`src/rtl/sub_div_sequencer.sv`:
```
// sub_div_sequencer
//   Multi-cycle unsigned restoring divider controller. It drives one external
//   WIDTH-bit subtractor and runs one trial subtraction per clock. The
//   subtractor carry (1 = no borrow) selects each quotient bit.
//   Results are returned through valid/ready handshakes.
//
// Ports
//   clk, reset_n         clock, asynchronous active-low reset
//   in_valid / in_ready  operand handshake (in_ready while idle)
//   dividend, divisor    operands, sampled on the input handshake
//   sub_a, sub_b         subtractor minuend / subtrahend (0 outside CALC)
//   sub_diff, sub_cf     subtractor difference and carry (1 when a >= b)
//   out_valid/out_ready  result handshake
//   quotient, remainder  results, held stable while out_valid && !out_ready
//   div_zero             result came from a zero divisor
//   busy                 sequencer not idle
module sub_div_sequencer #(
  parameter int unsigned       WIDTH   = 16,
  parameter int unsigned       CNT_W   = 5,
  parameter logic [WIDTH-1:0]  DZ_QUOT = '1
) (
  input  logic             clk,
  input  logic             reset_n,
  input  logic             in_valid,
  output logic             in_ready,
  input  logic [WIDTH-1:0] dividend,
  input  logic [WIDTH-1:0] divisor,
  output logic [WIDTH-1:0] sub_a,
  output logic [WIDTH-1:0] sub_b,
  input  logic [WIDTH-1:0] sub_diff,
  input  logic             sub_cf,
  output logic             out_valid,
  input  logic             out_ready,
  output logic [WIDTH-1:0] quotient,
  output logic [WIDTH-1:0] remainder,
  output logic             div_zero,
  output logic             busy
);

  typedef enum logic [1:0] {IDLE, CALC, DONE} state_t;

  state_t           state, state_next;
  logic [WIDTH-1:0] d_reg, q_reg, r_reg;
  logic [CNT_W-1:0] cnt;

  logic [WIDTH-1:0] trial, r_next, q_next;
  logic             take, last, accept;

  // Shift the next dividend bit into the partial remainder. If R[MSB] was
  // set, the real trial value is WIDTH+1 bits wide and certainly >= D, so
  // the subtraction is taken and the low WIDTH bits of sub_diff are exact.
  assign trial  = {r_reg[WIDTH-2:0], q_reg[WIDTH-1]};
  assign take   = r_reg[WIDTH-1] | sub_cf;
  assign r_next = take ? sub_diff : trial;
  assign q_next = {q_reg[WIDTH-2:0], take};
  assign last   = (cnt == CNT_W'(WIDTH - 1));
  assign accept = in_valid && (state == IDLE);

  // State register
  always_ff @(posedge clk or negedge reset_n) begin
    if (!reset_n) state <= IDLE;
    else          state <= state_next;
  end

  // Next-state logic
  always_comb begin
    state_next = state;
    unique case (state)
      IDLE: if (accept) state_next = (divisor == '0) ? DONE : CALC;
      CALC: if (last)   state_next = DONE;
      DONE: if (out_ready) state_next = IDLE;
      default:          state_next = IDLE;
    endcase
  end

  // Output logic
  always_comb begin
    in_ready  = (state == IDLE);
    out_valid = (state == DONE);
    busy      = (state != IDLE);
    sub_a     = '0;
    sub_b     = '0;
    if (state == CALC) begin
      sub_a = trial;
      sub_b = d_reg;
    end
  end

  // Datapath registers
  always_ff @(posedge clk or negedge reset_n) begin
    if (!reset_n) begin
      d_reg     <= '0;
      q_reg     <= '0;
      r_reg     <= '0;
      cnt       <= '0;
      quotient  <= '0;
      remainder <= '0;
      div_zero  <= 1'b0;
    end else begin
      unique case (state)
        IDLE: begin
          if (accept) begin
            d_reg <= divisor;
            q_reg <= dividend;
            r_reg <= '0;
            cnt   <= '0;
            if (divisor == '0) begin
              quotient  <= DZ_QUOT;
              remainder <= dividend;
              div_zero  <= 1'b1;
            end else begin
              div_zero  <= 1'b0;
            end
          end
        end
        CALC: begin
          r_reg <= r_next;
          q_reg <= q_next;
          cnt   <= cnt + CNT_W'(1);
          if (last) begin
            quotient  <= q_next;
            remainder <= r_next;
          end
        end
        default: ;
      endcase
    end
  end

endmodule

```
`config.mk`:
```
export PLATFORM = sky130hd
export DESIGN_NAME = sub_div_sequencer
export DESIGN_NICKNAME = d
export VERILOG_FILES = /design/src/rtl/sub_div_sequencer.sv
export SDC_FILE = /design/constraint.sdc
export NUM_CORES = 1
export LEC_CHECK = 0
export CAP_MARGIN = 10
export CORE_MARGIN = 3
export CORE_UTILIZATION = 52
export CTS_CLUSTER_DIAMETER = 80
export CTS_CLUSTER_SIZE = 14
export DETAILED_ROUTE_END_ITERATION = 12
export HOLD_SLACK_MARGIN = 0.03
export PLACE_DENSITY = 0.86
export SLEW_MARGIN = 10
export SYNTH_ARGS = -nofsm -noshare
export SYNTH_HDL_FRONTEND = slang
export SYNTH_SLANG_ARGS = --single-unit
```
`constraint.sdc`:
```
create_clock -name clk -period 3.1 [get_ports clk]
set_input_delay 0.31 -clock clk [delete_from_list [all_inputs] [get_ports clk]]
set_output_delay 0.31 -clock clk [all_outputs]
set_load 0.03 [all_outputs]
```
==> results of run 1 <==
synth_stat cells, types with 4 or more instances:
cell | instances | area share (%)
a21oi_1 | 4 | 0.47
a221o_1 | 15 | 3.5
a222oi_1 | 15 | 3.5
a31oi_1 | 15 | 2.2
and2_1 | 46 | 6.8
buf_2 | 7 | 0.83
clkbuf_1 | 16 | 1.4
dfrtp_1 | 88 | 52
inv_1 | 20 | 1.8
mux2_4 | 12 | 4.3
nand2_1 | 85 | 7.5
nor2_1 | 24 | 2.1
o21ai_0 | 4 | 0.47
o22a_1 | 15 | 3.1
cell families after synthesis:
kind of cell | count (synthesis)
AND/OR/NAND/NOR | 171
flip-flops | 88
AO/OA/AOI/OAI | 74
buffers and inverters | 49
multiplexers | 18
XOR/XNOR | 2
adder cells (fa/ha/maj) | 2
worst max-delay path, cell delays in order, from the launching register on:
cell	delay [ns]
dfrtp_1	0.61
nor2b_2	0.48
buf_4	0.27
and2_1	0.15
clkdlybuf4s50_1	0.67
layer usage:
| metal | GRT usage [%] | wire length [µm] | up-vias |
|---|---|---|---|
| met5 | 0 | 0 | - |
| met4 | 8.29 | 214 | 0 |
| met3 | 3.91 | 705 | 16 |
| met2 | 36.7 | 5110 | 144 |
| met1 | 33.8 | 4650 | 1659 |
| li1 | - | - | 1623 |
report_power, final:
part           internal, W  switching [W]
Clock             0.000376       0.000423
Sequential         0.00169       0.000422
Combinational      0.00160        0.00204
Total              0.00367        0.00288
final timing paths:
kind	to	slack, ns	depth (start not counted)
setup / recovery	sub_b[0]	0.26	4
hold / removal	remainder[8]	0.14	1
setup reg to reg	remainder[11]	0.82	4
hold reg to reg	d_reg[5]	0.47	2
max in group asynchronous	q_reg[4]	2.25	1
min in group clk	d_reg[5]	0.47	2
through the flow:
stage | hold slack [ns] | setup slack (ns)
after floorplan | 0.0144 | 1.20
after global placement | 0.452 | 0.682
after detailed placement | 0.454 | 0.634
after CTS | 0.200 | 0.239
after global routing | 0.237 | 0.113
final | 0.144 | 0.256
area by class of cell:
type | instances | area share (%)
Clock buffer | 10 | 2.25
Inverter | 20 | 1.32
Sequential cell | 88 | 38.8
Tap cell | 102 | 2.25
Multi-Input combinational cell | 267 | 31.8
Clock inverter | 6 | 1.23
Timing Repair Buffer | 129 | 22.3
==> impl_metrics.tcl, run 1 <==
set metrics [dict create \
    status "finished clean" \
    h-tree-depth 3 \
    clkTransAtPathRegs_ns 0.09 \
    io_buffers 120 \
    die_area_um2 9260 \
    worst_ep_arrival_time_ns 2.53 \
    cp-start-kind "register" \
    synthArstFlopShare_pct 100 \
    vias_per_cell 5.53 \
    yosys_warnings 0 \
    wl_per_cell_um 17.2 \
    grt_pass1_vias 3406 \
    tightest_slew_ns 1.18 \
    min_period_over_period_pct 91.8 \
    critPathLaunch "state[0]" \
    worstPathMaxFanout 16 \
    synth_seq_cells 88 \
    synthSimpleGateAreaFrac_pct 20.8 \
    path_class "register to output pin" \
    clock_skew_ns 0.0105 \
    cts_sinks 88 \
    ff_latch_area_um2 2200 \
    setup_viol 0 \
    routed_wirelength_mm 10.7 \
    hp-class "input port to asynchronous set/reset pin" \
    place_area_um2 5480 \
    cts_hold_buf 0 \
    synth_top_family_by_area "simple AND/OR/NAND/NOR gates" \
    cts_buffers 9 \
    mostFrequentLayoutCell "clkdlybuf4s50_1" \
    muxShareOfSynthArea_pct 5.79 \
    fp.dieW_um 96.2 \
    synth_top_flop_cell "dfrtp_1" \
    cts_setup_buffers 0 \
    fp.coreArea_um2 7810 \
    clk-insertion-delay-late_ns 0.35 \
    ir_drop_mv 0.664 \
    synth_cell_types 39 \
    syn_area_um2 4230 \
    route.detailed.drc 0 \
    cts_max_path_buffers 2 \
    synth.avg_cell_area_um2 10.5 \
    fin_util_pct 72.7 \
    num_vias 3442 \
    cts_tree "yes" \
    fin_setup_tns_ns 0 \
    synth_xor_area_share_pct 0.414 \
    drt-initial-drc-count 351 \
    crit_path_end_kind "output pin" \
    hpwl_mm 7.52 \
    start_util_pct 54.2 \
    slew_violations 0 \
    hold_viol 0 \
    fin_total_pwr_w 0.00655 \
    fin_crit_ns 2.84 \
    critPathRequiredTime_ns 2.79 \
    rr_startpoint "state[1]" \
    post_cts_resize_count 0 \
    ys_seq_area_share_pct 52.0 \
    final_cell_mix "119 x clkdlybuf4s50_1, 88 x dfrtp_1, 85 x nand2_1, 46 x and2_1, 23 x nor2_1" \
    drive_gt1_share_pct 10.2 \
    filler_cell_count 546 \
    track_usage_pct 23.7 \
    rows 32 \
    area_growth_syn_to_layout_pct 34.1 \
    nNetsFinal 570 \
    stdcell_area_um2 5680 \
    synth_fa_ha_area_share_pct 0.591 \
    cts-root-buf "clkbuf_8" \
    dpl.cell_count 606 \
    clock.fmax_mhz 352 \
    num_antenna_cells 0 \
    drtPass1Iterations 7 \
    syn-num-nets 459 \
    slew_headroom_pct 21.1 \
    synthCells 404 \
    rsz0062_at_grt "no" \
    grt_max_degree 89 \
    maxCapViolCount 0 \
    top_level_ports 121 \
    synth_compound_area_share_pct 14.8 \
    layout.cells.non_filler 622 \
    postRouteAntennaNets 0 \
    grt_pass1_wl_mm 17.0 \
    synth_edf_count 0 \
    grt_overflow 0 \
    multi_input_comb_area_um2 1810 \
    p_leak_nw 2.49 \
    power_density_nw_per_um2 1150 \
    antenna_found_initial 0 \
    gp_congestion 0.875 \
    die_h_um 96.2 \
]
Power figures use the tool's default switching activity.
==> inputs of run 2 (changes only) <==
==> constraint.sdc (replaced) <==
create_clock -name clk -period 3.1 [get_ports clk]
set_input_delay 0.93 -clock clk [delete_from_list [all_inputs] [get_ports clk]]
set_output_delay 0.93 -clock clk [all_outputs]
set_load 0.03 [all_outputs]
==> run 2 against run 1 <==
Against the previous run: wire length is 2.2% higher; critical path depth is 1 higher; first-iteration DRC count is 28% lower; critical endpoint is now sub_a[14]; highest routed layer unchanged; die area stayed put; core utilization is 1.5 points higher; clock power is 16% higher; combinational power hardly changed; setup slack better by 0.022 ns; critical path type unchanged.
==> impl_metrics.tcl, run 2 (same netlist as run 1, synthesis figures left out) <==
set metrics [dict create \
    worstPathMaxFanout 25 \
    rrSetupSlack_ns 0.86 \
    crit_top_cell "buf_4" \
    clock.fmax_mhz 354 \
    fin_setup_tns_ns 0 \
    postRouteAntennaNets 0 \
    track_usage_pct 24.3 \
    grt_overflow 0 \
    slowest_stage "dfrtp_1" \
    rr_endpoint "quotient[6]" \
    setup_viol 0 \
    cp.depth 5 \
    cts-root-buf "clkbuf_8" \
    fin_total_pwr_w 0.00668 \
    num_antenna_cells 0 \
    min_period_over_period_pct 91.0 \
    grt_pass1_vias 3476 \
    cts_buffers 9 \
    crit_path_end_kind "output pin" \
    cts_max_path_buffers 2 \
    tightest_slew_ns 1.05 \
    cts_hold_buf 0 \
    maxCapViolCount 0 \
    reg2reg_depth 7 \
    pre_cts_slack_ns 0.196 \
    rsz0062_at_grt "no" \
    clkTransAtPathRegs_ns 0.08 \
    ir_drop_mv 0.591 \
    cts_sinks 88 \
    crit_end "sub_a[14]" \
    route.detailed.drc 0 \
    cts_setup_buffers 0 \
    clock_skew_ns 0.00676 \
    slew_headroom_pct 29.7 \
    slowest_delay_ns 0.51 \
    slew_violations 0 \
    vias_per_cell 5.68 \
    mostFrequentLayoutCell "dfrtp_1" \
    cp-start-kind "register" \
    crit_family "buffers and inverters" \
    stdcell_area_um2 5790 \
    critPathRequiredTime_ns 2.17 \
    fin_ws_ns 0.278 \
    die_h_um 96.2 \
    h-tree-depth 3 \
    final_cell_mix "88 x dfrtp_1, 87 x clkdlybuf4s50_1, 85 x nand2_1, 46 x and2_1" \
    grt_max_degree 56 \
    rr_startpoint "cnt[0]" \
    place_area_um2 5500 \
    worst_ep_arrival_time_ns 1.89 \
    hold_viol 0 \
    hpwl_mm 7.80 \
    p_leak_nw 2.90 \
    critical_path_buf_inv_count 3 \
    post_cts_resize_count 0 \
    cts_tree "yes" \
    area_growth_syn_to_layout_pct 36.8 \
    rows 32 \
    start_util_pct 54.2 \
    fin_crit_ns 2.82 \
    top_level_ports 121 \
    hp-class "register to register" \
    grt_pass1_wl_mm 17.1 \
    path_class "register to output pin" \
    die_area_um2 9260 \
    drt-initial-drc-count 252 \
    wl_per_cell_um 17.5 \
    fp.dieW_um 96.2 \
    drtPass1Iterations 7 \
    routed_wirelength_mm 10.9 \
    nNetsFinal 572 \
    power_density_nw_per_um2 1150 \
    antenna_found_initial 0 \
    path_cells "nor2b_2, buf_4, buf_4, and2_1, buf_4" \
    status "finished clean" \
    fp.coreArea_um2 7810 \
    critPathLaunch "state[1]" \
    clk-insertion-delay-late_ns 0.35 \
    io_buffers 120 \
    gp_congestion 0.821 \
    num_vias 3546 \
    drive_gt1_share_pct 12.1 \
]
## run 2: layer usage
metal	wire, µm	global-route usage (%)
met3	733	5.00
met1	4700	33.5
met4	302	10.8
met2	5190	36.9
met5	0	0
## run 2: per-stage QoR
stage | utilization (%) | hold WS [ns] | std cells
finish | 74.2 | 0.469 | 624
global route | 74.2 | 0.502 | 624
CTS | 73.4 | 0.477 | 624
detailed placement | 70.4 | 0.455 | 608
global placement | 70.4 | 0.452 | 608
floorplan | - | 0.437 | 404
## run 2: where the power goes
group	switching, W	internal (W)	total [W]	leakage, nW
clock	0.000393	0.000536	0.000929	0.110
sequential	0.000404	0.00169	0.00209	1.04
combinational	0.00208	0.00158	0.00366	1.75
total	0.00287	0.00380	0.00668	2.90
## run 2: worst reg2reg max path: stages (launching register included)
cell and delay [ns]:
dfrtp_1 0.42, ha_1 0.23, and3_1 0.21, ha_1 0.20, mux2i_1 0.34, nor2_1 0.13, nand2_1 0.42, o22a_1 0.22
## run 2: worst min path at each step
stage | slack [ns] | cells past startpoint | startpoint | to
floorplan | 0.44 | 2 | d_reg[0] | d_reg[0]
global placement | 0.45 | 2 | d_reg[7] | d_reg[7]
detailed placement | 0.45 | 2 | d_reg[5] | d_reg[5]
CTS | 0.48 | 2 | d_reg[5] | d_reg[5]
global route | 0.50 | 2 | d_reg[4] | d_reg[4]
finish | 0.47 | 2 | d_reg[2] | d_reg[2]
## run 2: area by class of cell
type | count | area (µm²)
Clock inverter | 5 | 105
Clock buffer | 11 | 131
Multi-Input combinational cell | 267 | 1810
Tap cell | 102 | 128
Inverter | 20 | 75.1
Timing Repair Buffer | 131 | 1340
Sequential cell | 88 | 2200
Fill cell | 563 | 2020
==> inputs of run 3 (changes only) <==
==> constraint.sdc (replaced) <==
create_clock -name clk -period 3.1 [get_ports clk]
set_input_delay 0.62 -clock clk [delete_from_list [all_inputs] [get_ports clk]]
set_output_delay 0.62 -clock clk [all_outputs]
set_load 0.03 [all_outputs]
==> run 3 against run 2 <==
Against the previous run: die area did not move; hold slack got worse by 0.19 ns; highest routed layer unchanged; maximum frequency fell by 3.5%; largest power group unchanged; global-route usage fell by 0.16 points; clock power fell by 3.8%; clock-buffer cell count fell by 1.
==> impl_metrics.tcl, run 3 (same netlist as run 1, synthesis figures left out) <==
set metrics [dict create \
    status "finished clean" \
    dpl.cell_count 607 \
    rrSetupSlack_ns 0.91 \
    top_level_ports 121 \
    grt_pass1_wl_mm 17.0 \
    crit_path_end_kind "output pin" \
    start_util_pct 54.2 \
    grt_overflow 0 \
    vias_per_cell 5.66 \
    holdWs_ns 0.277 \
    hpwl_mm 7.74 \
    rr_endpoint "remainder[3]" \
    path_cells "nor2b_2, buf_4, and2_1, clkdlybuf4s50_1" \
    ff_latch_area_um2 2200 \
    cp.depth 4 \
    rsz0062_at_grt "no" \
    grt.busiest_layer "met2" \
    min_period_over_period_pct 94.3 \
    routed_wirelength_mm 10.8 \
    cp-start-kind "register" \
    cts-root-buf "clkbuf_8" \
    hold_viol 0 \
    die_area_um2 9260 \
    grt_use_met1_pct 33.9 \
    wl_per_cell_um 17.3 \
    route.detailed.drc 0 \
    postRouteAntennaNets 0 \
    critical_path_buf_inv_count 2 \
    nNetsFinal 571 \
    grt_pass1_vias 3489 \
    slew_violations 0 \
    num_vias 3528 \
    h-tree-depth 3 \
    reg2reg_depth 4 \
    final_cell_mix "119 x clkdlybuf4s50_1, 88 x dfrtp_1, 85 x nand2_1, 46 x and2_1, 23 x nor2_1" \
    fp.dieW_um 96.2 \
    power_density_nw_per_um2 1160 \
    cts_setup_buffers 0 \
    maxCapViolCount 0 \
    fin_crit_ns 2.92 \
    drt-initial-drc-count 213 \
    crit_end "sub_a[13]" \
    track_usage_pct 24.1 \
    crit_family "buffers and inverters" \
    met2_usage_pct 36.6 \
    slew_headroom_pct 23.0 \
    area_growth_syn_to_layout_pct 35.3 \
    fin_util_pct 73.3 \
    cts_max_path_buffers 2 \
    worstPathMaxFanout 27 \
    slowest_stage "clkdlybuf4s50_1" \
    rr_startpoint "state[1]" \
    die_h_um 96.2 \
    critPathLaunch "state[0]" \
    clkTransAtPathRegs_ns 0.10 \
    cts_buffers 9 \
    num_antenna_cells 0 \
    critPathRequiredTime_ns 2.48 \
    drtPass1Iterations 8 \
    gp_congestion 0.853 \
    p_leak_nw 2.52 \
    ir_drop_mv 0.833 \
    fin_setup_tns_ns 0 \
    tightest_slew_ns 1.15 \
    cts_sinks 88 \
    layout.cells.non_filler 623 \
    fin_ws_ns 0.177 \
    post_cts_resize_count 0 \
    fp.coreArea_um2 7810 \
    hp-class "input port to asynchronous set/reset pin" \
    io_buffers 120 \
    clock_skew_ns 0.0128 \
    rows 32 \
    drive_gt1_share_pct 10.6 \
    path_class "register to output pin" \
    worst_ep_arrival_time_ns 2.30 \
    multi_input_comb_area_um2 1810 \
    cts_hold_buf 0 \
    slowest_delay_ns 0.67 \
    met3_usage_pct 4.38 \
    pre_cts_slack_ns 0.436 \
    antenna_found_initial 0 \
    cts_tree "yes" \
    setup_viol 0 \
    mostFrequentLayoutCell "clkdlybuf4s50_1" \
    grt_max_degree 51 \
    clk-insertion-delay-late_ns 0.35 \
    clock.fmax_mhz 342 \
    filler_cell_count 542 \
]
run 3: worst reg2reg max path, cell delays in order, from the launching register on:
cell      delay, ns
dfrtp_1        0.50
nand2b_4       0.26
nor2_2         0.92
a221o_1        0.32
mux2_4         0.14
run 3: layer usage:
layer	wire length, µm	vias up
li1	-	1626
met1	4560	1714
met2	5170	167
met3	804	21
met4	254	0
met5	0	-
run 3: cell type report:
type / count / area share (%)
flip-flops and latches: 88 / 38.5
clock inverters: 6 / 1.57
clock buffers: 10 / 2.40
well taps: 102 / 2.23
multi-input cells: 267 / 31.6
inverters: 20 / 1.31
repair buffers: 130 / 22.5
run 3: metrics by stage:
| stage | cell area, µm² | total power [W] |
|---|---|---|
| finish | 5730 | 0.00664 |
| global route | 5730 | 0.00705 |
| CTS | 5730 | 0.00666 |
| detailed placement | 5500 | 0.00575 |
| global placement | 5500 | 0.00563 |
| floorplan | 4230 | 0.00446 |
run 3: report_power, final:
| part | internal [W] | total [W] | leakage, nW | switching, W |
|---|---|---|---|---|
| combinational | 0.00160 | 0.00363 | 1.37 | 0.00203 |
| clock | 0.000480 | 0.000894 | 0.113 | 0.000413 |
| sequential | 0.00169 | 0.00212 | 1.04 | 0.000432 |
| total | 0.00377 | 0.00664 | 2.52 | 0.00288 |
run 3: how the worst min path moves through the flow:
stage	cells after the start	to	from	slack, ns
after detailed placement	2	d_reg[0]	d_reg[0]	0.45
after global placement	2	d_reg[4]	d_reg[4]	0.45
after global routing	1	remainder[7]	reset_n	0.31
after floorplan	0	cnt[0]	reset_n	0.32
after CTS	1	remainder[10]	reset_n	0.29
final	1	remainder[7]	reset_n	0.28
